===== src/rtl/axi_sram_rd_slave.sv =====
// axi_sram_rd_slave: AXI read-data responder backed by a single-port synchronous SRAM.
//
// Accepts one AR request at a time and returns a burst on the R channel. Each beat takes
// a FETCH cycle, which drives the SRAM address, and then a RESP cycle, which presents the
// SRAM output on rdata_o. The slave-side ID is echoed unchanged.
//
// Ports:
//   clk, rst           clock (rising edge), asynchronous active-low reset
//   ar*_i / arready_o  read-address channel (arsize_i is accepted but not checked)
//   r*_o / rready_i    read-data channel
//   sram_*_o           SRAM chip select, output enable and word address
//   sram_do_i          SRAM read data, valid the cycle after the address is sampled

module axi_sram_rd_slave #(
    parameter int unsigned AXI_IDS_BITS   = 8,
    parameter int unsigned AXI_ADDR_BITS  = 32,
    parameter int unsigned AXI_DATA_BITS  = 32,
    parameter int unsigned AXI_LEN_BITS   = 4,
    parameter int unsigned SRAM_ADDR_BITS = 14
) (
    input  logic                      clk,
    input  logic                      rst,
    // AR channel
    input  logic [AXI_IDS_BITS-1:0]   arid_i,
    input  logic [AXI_ADDR_BITS-1:0]  araddr_i,
    input  logic [AXI_LEN_BITS-1:0]   arlen_i,
    input  logic [2:0]                arsize_i,
    input  logic [1:0]                arburst_i,
    input  logic                      arvalid_i,
    output logic                      arready_o,
    // R channel
    output logic [AXI_IDS_BITS-1:0]   rid_o,
    output logic [AXI_DATA_BITS-1:0]  rdata_o,
    output logic [1:0]                rresp_o,
    output logic                      rlast_o,
    output logic                      rvalid_o,
    input  logic                      rready_i,
    // SRAM
    output logic                      sram_cs_o,
    output logic                      sram_oe_o,
    output logic [SRAM_ADDR_BITS-1:0] sram_a_o,
    input  logic [AXI_DATA_BITS-1:0]  sram_do_i
);

    localparam logic [1:0] StIdle  = 2'd0;
    localparam logic [1:0] StFetch = 2'd1;
    localparam logic [1:0] StResp  = 2'd2;

    localparam logic [1:0] BurstFixed = 2'b00;

    logic [1:0]                state_q, state_d;
    logic [AXI_IDS_BITS-1:0]   id_q, id_d;
    logic [SRAM_ADDR_BITS-1:0] addr_q, addr_d;
    logic [AXI_LEN_BITS-1:0]   len_q, len_d;
    logic [1:0]                burst_q, burst_d;
    logic [AXI_LEN_BITS-1:0]   cnt_q, cnt_d;

    logic last_beat;

    // Address bits outside the SRAM word range and the size field are intentionally ignored.
    logic unused_inputs;
    assign unused_inputs = ^{araddr_i[AXI_ADDR_BITS-1:SRAM_ADDR_BITS+2], araddr_i[1:0],
                             arsize_i};

    assign last_beat = (cnt_q == len_q);

    always_comb begin
        state_d = state_q;
        id_d    = id_q;
        addr_d  = addr_q;
        len_d   = len_q;
        burst_d = burst_q;
        cnt_d   = cnt_q;
        case (state_q)
            StIdle: begin
                if (arvalid_i) begin
                    id_d    = arid_i;
                    addr_d  = araddr_i[SRAM_ADDR_BITS+1:2];
                    len_d   = arlen_i;
                    burst_d = arburst_i;
                    cnt_d   = '0;
                    state_d = StFetch;
                end
            end
            StFetch: begin
                state_d = StResp;
            end
            StResp: begin
                if (rready_i) begin
                    if (last_beat) begin
                        state_d = StIdle;
                    end else begin
                        cnt_d   = cnt_q + AXI_LEN_BITS'(1);
                        // WRAP and reserved bursts are read with INCR addressing.
                        if (burst_q != BurstFixed) begin
                            addr_d = addr_q + SRAM_ADDR_BITS'(1);
                        end
                        state_d = StFetch;
                    end
                end
            end
            default: begin
                state_d = StIdle;
            end
        endcase
    end

    always_ff @(posedge clk or negedge rst) begin
        if (!rst) begin
            state_q <= StIdle;
            id_q    <= '0;
            addr_q  <= '0;
            len_q   <= '0;
            burst_q <= '0;
            cnt_q   <= '0;
        end else begin
            state_q <= state_d;
            id_q    <= id_d;
            addr_q  <= addr_d;
            len_q   <= len_d;
            burst_q <= burst_d;
            cnt_q   <= cnt_d;
        end
    end

    always_comb begin
        arready_o = 1'b0;
        rvalid_o  = 1'b0;
        rlast_o   = 1'b0;
        rid_o     = '0;
        rdata_o   = '0;
        rresp_o   = 2'b00;
        sram_cs_o = 1'b0;
        sram_oe_o = 1'b0;
        case (state_q)
            StIdle: begin
                arready_o = 1'b1;
            end
            StFetch: begin
                sram_cs_o = 1'b1;
                sram_oe_o = 1'b1;
            end
            StResp: begin
                sram_cs_o = 1'b1;
                sram_oe_o = 1'b1;
                rvalid_o  = 1'b1;
                rlast_o   = last_beat;
                rid_o     = id_q;
                rdata_o   = sram_do_i;
                // burst 1x (WRAP or reserved) answers SLVERR on every beat.
                rresp_o   = burst_q[1] ? 2'b10 : 2'b00;
            end
            default: begin
                arready_o = 1'b0;
            end
        endcase
    end

    // The address register drives the SRAM directly, so it holds outside a burst.
    assign sram_a_o = addr_q;

endmodule


===== config.mk =====
export PLATFORM = sky130hd
export DESIGN_NAME = axi_sram_rd_slave
export DESIGN_NICKNAME = d
export VERILOG_FILES = /design/src/rtl/axi_sram_rd_slave.sv
export SDC_FILE = /design/constraint.sdc
export NUM_CORES = 1
export LEC_CHECK = 0
export CAP_MARGIN = 20
export CORE_MARGIN = 5
export CORE_UTILIZATION = 39
export DETAILED_ROUTE_END_ITERATION = 12
export GPL_TIMING_DRIVEN = 0
export PLACE_DENSITY = 0.84
export SLEW_MARGIN = 10
export SYNTH_ARGS = -nofsm -noshare
export SYNTH_HDL_FRONTEND = slang
export SYNTH_SLANG_ARGS = --single-unit

===== constraint.sdc =====
create_clock -name clk -period 3.19 [get_ports clk]
set_input_delay 0.638 -clock clk [delete_from_list [all_inputs] [get_ports clk]]
set_output_delay 0.638 -clock clk [all_outputs]
set_load 0.005 [all_outputs]

# Yosys cells after proc, flatten, opt, wreduce, memory -nomap -nowiden
# Cells that the tools add are included.
# classes
n_reduce_logical,8
n_addsub,2
mux,21
eq_ne,7
# ops
operator,count
$mux W14,4
$mux W32,1
$pmux W14 S2,1
$add A14 B1 Y14 const B,1
$mux W4,3
$mux W2,4
$mux W8,1
$ne A2 B2 Y1 const B,4
$pmux W4 S2,1
$pmux W2 S3,1
$mux W1,5
$reduce_and A5 Y1,1
$add A4 B1 Y4 const B,1
$eq A4 B4 Y1,1
$reduce_and A2 Y1,2
$reduce_and A4 Y1,1
$reduce_bool A2 Y1,2
$eq A2 B1 Y1 const B,1
$eq A2 B2 Y1 const B,1
$logic_not A2 Y1,1
$reduce_or A2 Y1,1
# totals
input_bits,85
regBits,34
elab_cells,44

# Longest topological paths before layout
# Gate-level depths: netlist of the first run.
# depth
word_depth,5
ltp_mapped,8
depth_no_buf,7

# Worst setup path before layout of the first run
# OpenSTA, ideal clock, no wires.
# synth_path
kind,register to output
start,register state_q[0]
end,output rdata_o[31]
path_buffers,2
path_slack_ns,1.118
path_stages_with_launch,6
required_ns,2.552
arrival_ns,1.434
path_cell_list,dfrtp_1 -> inv_1 -> ha_1 -> clkbuf_1 -> clkbuf_1 -> and2_1
# synth_between
elab_chain_len,2
# synth_rtl
item,line,source
"start, declared",51,"logic [1:0] state_q, state_d;"
"start signal, assigned",110,state_q <= StIdle;
"start signal, assigned",117,state_q <= state_d;
$eq A2 B2 Y1,135,case (state_q)
$mux W32,135,
"end, declared",33,"output logic [AXI_DATA_BITS-1:0] rdata_o,"
# No other way between the ends.

# Worst setup path after layout of the first run
# layout_path
start,register state_q[0]
end,output rid_o[7]
# layout_between
elab_chain_len,2
# layout_rtl
item,line,source
$eq A2 B2 Y1,135,
$mux W8,135,
"end, declared",32,"output logic [AXI_IDS_BITS-1:0] rid_o,"
# No other way between the ends.

==> flow_metrics.py, run 1 <==
metrics = {
    "status": {
        "status": "finished, final reports clean",
    },
    "cts": {
        "worstSkewPairLatency_ns": 0.29,
        "cts_max_level": 2,
        "cts_tree": "yes",
        "ctsRootBufferMaster": "clkbuf_8",
        "clock_path_buffers": 2,
        "clock-sinks": 34,
        "clkTransAtPathRegs_ns": 0.07,
        "cts_hold_buf": 0,
        "numCtsBuffers": 5,
    },
    "global_routing": {
        "first_global_vias": 2336,
        "overflow": 0,
        "grt_max_degree": 35,
        "grt_util_all_layers": 0.194,
        "grt_first_pass_wirelength_mm": 11.1,
        "antenna_found_initial": 0,
    },
    "critical_path": {
        "endpoint_kind": "output port",
        "cp_max_fo": 10,
        "cp-start-kind": "register",
        "path_class": "register to output port",
        "rrSetupSlack_ns": 0.74,
        "crit_required_ns": 2.55,
        "cp.arrival_ns": 2.34,
        "rr_worst_depth": 7,
    },
    "synth": {
        "synthArstFlopShare": 1.00,
        "yosys_warnings": 0,
        "synth-main-ff-cell": "dfrtp_1",
        "synth-seq-cells": 34,
        "ys_types": 49,
        "synth_nets": 312,
        "ys_seq_area_frac": 0.397,
        "syn_inst": 221,
        "syn_area_per_cell_um2": 9.71,
        "synth_area_mm2": 0.00215,
        "synth_edf_count": 0,
    },
    "floorplan": {
        "row_count": 27,
        "io_pins": 146,
        "coreArea_mm2": 0.00544,
        "initial_utilization": 0.395,
        "fp.dieH_um": 84.2,
        "die_area_mm2": 0.00709,
        "dieWidth_um": 84.2,
    },
    "finish": {
        "design_area_mm2": 0.00356,
        "fin_nets": 442,
        "area_delta_synth_final_pct": 65.8,
        "n_antenna_cell": 0,
        "layout.cells.non_filler": 424,
        "drive_gt1_frac": 0.102,
    },
    "sta": {
        "finalSetupViolations": 0,
        "timing.final.crit_share": 0.935,
        "fin_tns_setup_ns": 0,
        "finalCriticalPeriod_ns": 2.98,
        "relSlewSlack": 0.481,
        "skew_ns": 0.00388,
        "tightest_slew_ns": 0.779,
        "fin_ws_ns": 0.208,
        "drv_slew": 0,
        "hold_violations": 0,
        "rsz0062_at_grt": "no",
        "max_clock_freq_mhz": 335,
    },
    "route": {
        "dr.pass1.iters": 4,
        "ant_nets": 0,
        "drtIter0Drc": 121,
        "wl_mm": 6.79,
        "viasPerCell": 5.25,
        "wire_per_inst_um": 16.0,
        "vias": 2228,
        "drc_errors": 0,
    },
    "placement": {
        "gp_congestion": 0.831,
        "io_buffers": 123,
        "dpl.hpwl_mm": 5.28,
        "dp_worst_setup_slack_ns": 0.188,
        "numPlacedInstances": 416,
        "placed_cell_area_mm2": 0.00346,
    },
    "power": {
        "p_leak_uw": 0.00147,
        "powerDensity_mw_per_mm2": 781,
        "ir_drop_uv": 459,
    },
    "flow_run": {
        "timing.max_cap.violations": 0,
    },
    "hold_path": {
        "hold_path_class": "primary input to async pin",
    },
}
==> cell usage in the layout, fill, tap and decap left out, drive strengths merged, types with 4 or more instances in the layout <==
| master | n |
|---|---|
| clkdlybuf4s50 | 122 |
| and2 | 41 |
| dfrtp | 34 |
| mux2 | 16 |
| clkbuf | 16 |
| nor2 | 12 |
| nand2 | 11 |
| nor3 | 8 |
| nand3 | 7 |
| inv | 6 |
| ha | 6 |
| xor2 | 5 |
| buf | 5 |
| nor4 | 4 |
| a21oi | 4 |
| mux2i | 4 |
==> critical path, stage by stage (launching register included) <==
cell and delay (ns):
dfrtp_1 0.43, inv_1 0.10, ha_1 0.24, clkbuf_2 0.29, clkbuf_2 0.32, and2_1 0.17
clkdlybuf4s50_1 0.50
==> final cells by class <==
class / count / area, µm²
repair buffers: 123 / 1230
plain buffers: 13 / 75.1
fillers: 441 / 1880
inverters: 6 / 22.5
clock buffers: 7 / 86.3
flip-flops and latches: 34 / 851
well taps: 72 / 90.1
multi-input cells: 168 / 1200
clock inverters: 1 / 5.00
==> repair_timing <==
item	CTS	global route
setup endpoints to repair	3	1
gates resized for setup	2	2
setup buffers	0	0
==> state kept, by name, indices dropped and copies added, names as in the netlist <==
register and flops:
id_q 8, sram_a_o 14, burst_q 2, state_q 2, cnt_q 4, len_q 4
==> Yosys cell counts (2+ instances only) <==
| library cell | count | area, µm² |
|---|---|---|
| and3_1 | 3 | 18.8 |
| nor3_1 | 8 | 40.0 |
| a311oi_1 | 2 | 17.5 |
| buf_4 | 2 | 15.0 |
| nand3_1 | 6 | 30.0 |
| dfrtp_1 | 34 | 851 |
| nor4_1 | 4 | 25.0 |
| and2_1 | 41 | 257 |
| mux2i_1 | 4 | 40.0 |
| nor2_1 | 11 | 41.3 |
| nand2b_1 | 3 | 18.8 |
| a31oi_1 | 2 | 12.5 |
| a21oi_1 | 4 | 20.0 |
| nand2_1 | 11 | 41.3 |
| o21ai_0 | 2 | 10.0 |
| a211o_1 | 2 | 17.5 |
| a32oi_1 | 3 | 26.3 |
| mux2_2 | 16 | 180 |
| a22o_1 | 2 | 17.5 |
| a21o_1 | 3 | 22.5 |
| a32o_1 | 2 | 20.0 |
| ha_1 | 6 | 75.1 |
| o41ai_1 | 3 | 26.3 |
| a211oi_1 | 2 | 15.0 |
| clkbuf_1 | 9 | 33.8 |
| buf_6 | 2 | 22.5 |
| xor2_1 | 5 | 43.8 |
| o211ai_1 | 2 | 15.0 |
| or2_2 | 2 | 12.5 |
| inv_1 | 6 | 22.5 |
==> metrics by stage <==
step | power (µW) | hold slack (ns) | util
global route | 3000 | 0.471 | 0.654
global placement | 2380 | 0.480 | 0.637
finish | 2780 | 0.425 | 0.654
detailed placement | 2440 | 0.491 | 0.637
CTS | 2790 | 0.449 | 0.654
floorplan | 1640 | 0.342 | -
==> cells by family after synthesis <==
group / count (synthesis) / share of synthesized area
and+or+nand+nor: 98 / 0.261
AOI/OAI and AO/OA: 37 / 0.135
DFF: 34 / 0.397
muxes: 20 / 0.103
buffers and inverters: 19 / 0.0437
adders and majority gates: 6 / 0.0350
xor gates and xnor gates: 6 / 0.0245
other: 1 / 0.00175
==> report_power, final <==
| part | total, µW | internal (µW) | switching, µW |
|---|---|---|---|
| combinational | 1570 | 924 | 650 |
| clock | 339 | 174 | 164 |
| sequential | 865 | 644 | 221 |
| total | 2780 | 1740 | 1040 |
==> path summary, 6_finish.rpt <==
check	startpoint	to
worst max-delay path	state_q[0]	rid_o[7]
worst min-delay path	rst	sram_a_o[11]
max in group asynchronous	rst	len_q[2]
min in group clk	id_q[3]	id_q[3]
worst max register to register	state_q[0]	sram_a_o[11]
worst min register to register	id_q[3]	id_q[3]
==> layer usage <==
layer,global-route usage,share of wire,vias up
li1,-,-,1045
met1,0.236,0.42,1053
met2,0.327,0.46,121
met3,0.0628,0.096,9
met4,0.0570,0.016,0
met5,0,0,-
Power figures use the tool's default switching activity.
==> run 2, diff against run 1 <==
==> constraint.sdc (replaced) <==
create_clock -name clk -period 3.19 [get_ports clk]
set_input_delay 0.638 -clock clk [delete_from_list [all_inputs] [get_ports clk]]
set_output_delay 0.638 -clock clk [all_outputs]
set_load 0.1 [all_outputs]
==> flow_metrics.py, run 2 (synthesized netlist as in run 1, its figures left out) <==
metrics = {
    "global_routing": {
        "met1_usage": 0.228,
        "first_global_vias": 2236,
        "antenna_found_initial": 0,
        "gr-usage-met2": 0.319,
        "met3_usage": 0.0618,
        "grt_util_all_layers": 0.190,
        "top_usage_layer": "met2",
        "grt_first_pass_wirelength_mm": 10.9,
        "grt_max_degree": 35,
        "overflow": 0,
    },
    "sta": {
        "hold_violations": 0,
        "fin_ws_ns": 0.171,
        "skew_ns": 0.00978,
        "finalCriticalPeriod_ns": 3.02,
        "finalSetupViolations": 0,
        "timing.final.crit_share": 0.947,
        "max_clock_freq_mhz": 331,
        "rsz0062_at_grt": "no",
        "drv_slew": 0,
        "tightest_slew_ns": 0.978,
        "relSlewSlack": 0.346,
        "whs_ns": 0.412,
    },
    "finish": {
        "largest_reg_flops": 14,
        "area_delta_synth_final_pct": 67.3,
        "final_common_cell": "clkdlybuf4s50_1",
        "n_antenna_cell": 0,
        "fill_cells": 437,
        "mostFrequentLayoutCells": "clkdlybuf4s50_1 (80), and2_1 (41), dfrtp_1 (34), clkdlybuf4s15_2 (31), mux2_2 (16)",
        "fin_nets": 441,
        "multi_input_area_mm2": 0.00121,
        "layout.cells.non_filler": 423,
        "drive_gt1_frac": 0.222,
        "regArea_um2": 851,
    },
    "route": {
        "vias": 2249,
        "dr.pass1.iters": 5,
        "ant_nets": 0,
        "viasPerCell": 5.32,
        "drc_errors": 0,
        "drtIter0Drc": 121,
        "wl_mm": 6.63,
        "wire_per_inst_um": 15.7,
    },
    "hold_path": {
        "hold_path_class": "primary input to async pin",
    },
    "cts": {
        "cts_tree": "yes",
        "cts_max_level": 2,
        "worstSkewPairLatency_ns": 0.29,
        "numCtsBuffers": 5,
        "clock_path_buffers": 2,
        "ctsRootBufferMaster": "clkbuf_8",
        "clock-sinks": 34,
        "clkTransAtPathRegs_ns": 0.07,
        "cts_hold_buf": 0,
    },
    "floorplan": {
        "row_count": 27,
        "io_pins": 146,
        "fp.dieH_um": 84.2,
        "dieWidth_um": 84.2,
        "coreArea_mm2": 0.00544,
        "initial_utilization": 0.395,
        "die_area_mm2": 0.00709,
    },
    "placement": {
        "gp_congestion": 0.816,
        "io_buffers": 123,
        "numPlacedInstances": 416,
        "dpl.hpwl_mm": 5.18,
        "dp_worst_setup_slack_ns": -0.394,
    },
    "flow_run": {
        "timing.max_cap.violations": 0,
    },
    "critical_path": {
        "crit_required_ns": 2.55,
        "endpoint_kind": "output port",
        "path_class": "register to output port",
        "cp-start-kind": "register",
        "cp.arrival_ns": 2.38,
        "cp_max_fo": 14,
    },
    "status": {
        "status": "finished, final reports clean",
    },
}
## run 2: cell count changes in the layout (fill, tap and decap cells not counted), sizes merged
cell | before | now
clkdlybuf4s50 | 122 | 80
clkdlybuf4s15 | 0 | 31
clkdlybuf4s18 | 0 | 10
## run 2: layout make-up
class,instances,share of cell area
plain buffers,12,0.0192
clock buffers,7,0.0241
clock inverters,1,0.00139
inverters,6,0.00627
multi-input cells,168,0.336
flip-flops and latches,34,0.237
well taps,72,0.0251
repair buffers,123,0.351
## run 2: timing repair
action / 4_1_cts / 5_1_grt
endpoints found under the setup margin: 42 / 42
gates resized for setup: 135 / 2
setup buffers: 0 / 0
hold endpoints to repair: 0 / 0
## run 2: critical path, stage by stage, from the launching register on
cell	delay, ns
dfrtp_1	0.42
inv_1	0.10
ha_2	0.37
clkdlybuf4s50_1	1.20
## run 2: final timing paths
path,startpoint,to,slack [ns],cells after the start
setup / recovery,state_q[0],rvalid_o,0.17,3
hold / removal,rst,id_q[0],0.41,1
setup reg to reg,state_q[0],sram_a_o[11],0.92,7
hold reg to reg,id_q[1],id_q[1],0.50,1
max in group asynchronous,rst,len_q[3],2.28,1
min in group clk,id_q[1],id_q[1],0.50,1
## run 2: per-layer routing
metal  vias to the layer above  wire length (µm)
met5                         -                 0
met4                         0               106
met3                        12               614
met2                       129              3150
met1                      1058              2760
li1                       1050                 -
## run 2: per-stage QoR
step	setup TNS [ns]	cell area [µm²]	util
after floorplan	0	2150	-
after global placement	-7.65	3470	0.638
after detailed placement	-8.88	3470	0.637
after CTS	0	3600	0.661
after global routing	0	3590	0.660
final	0	3590	0.660
Power of run 2 is left out: the tool's default activity adds up to more than one toggle a clock period on the data nets, which glitch-free logic cannot reach.
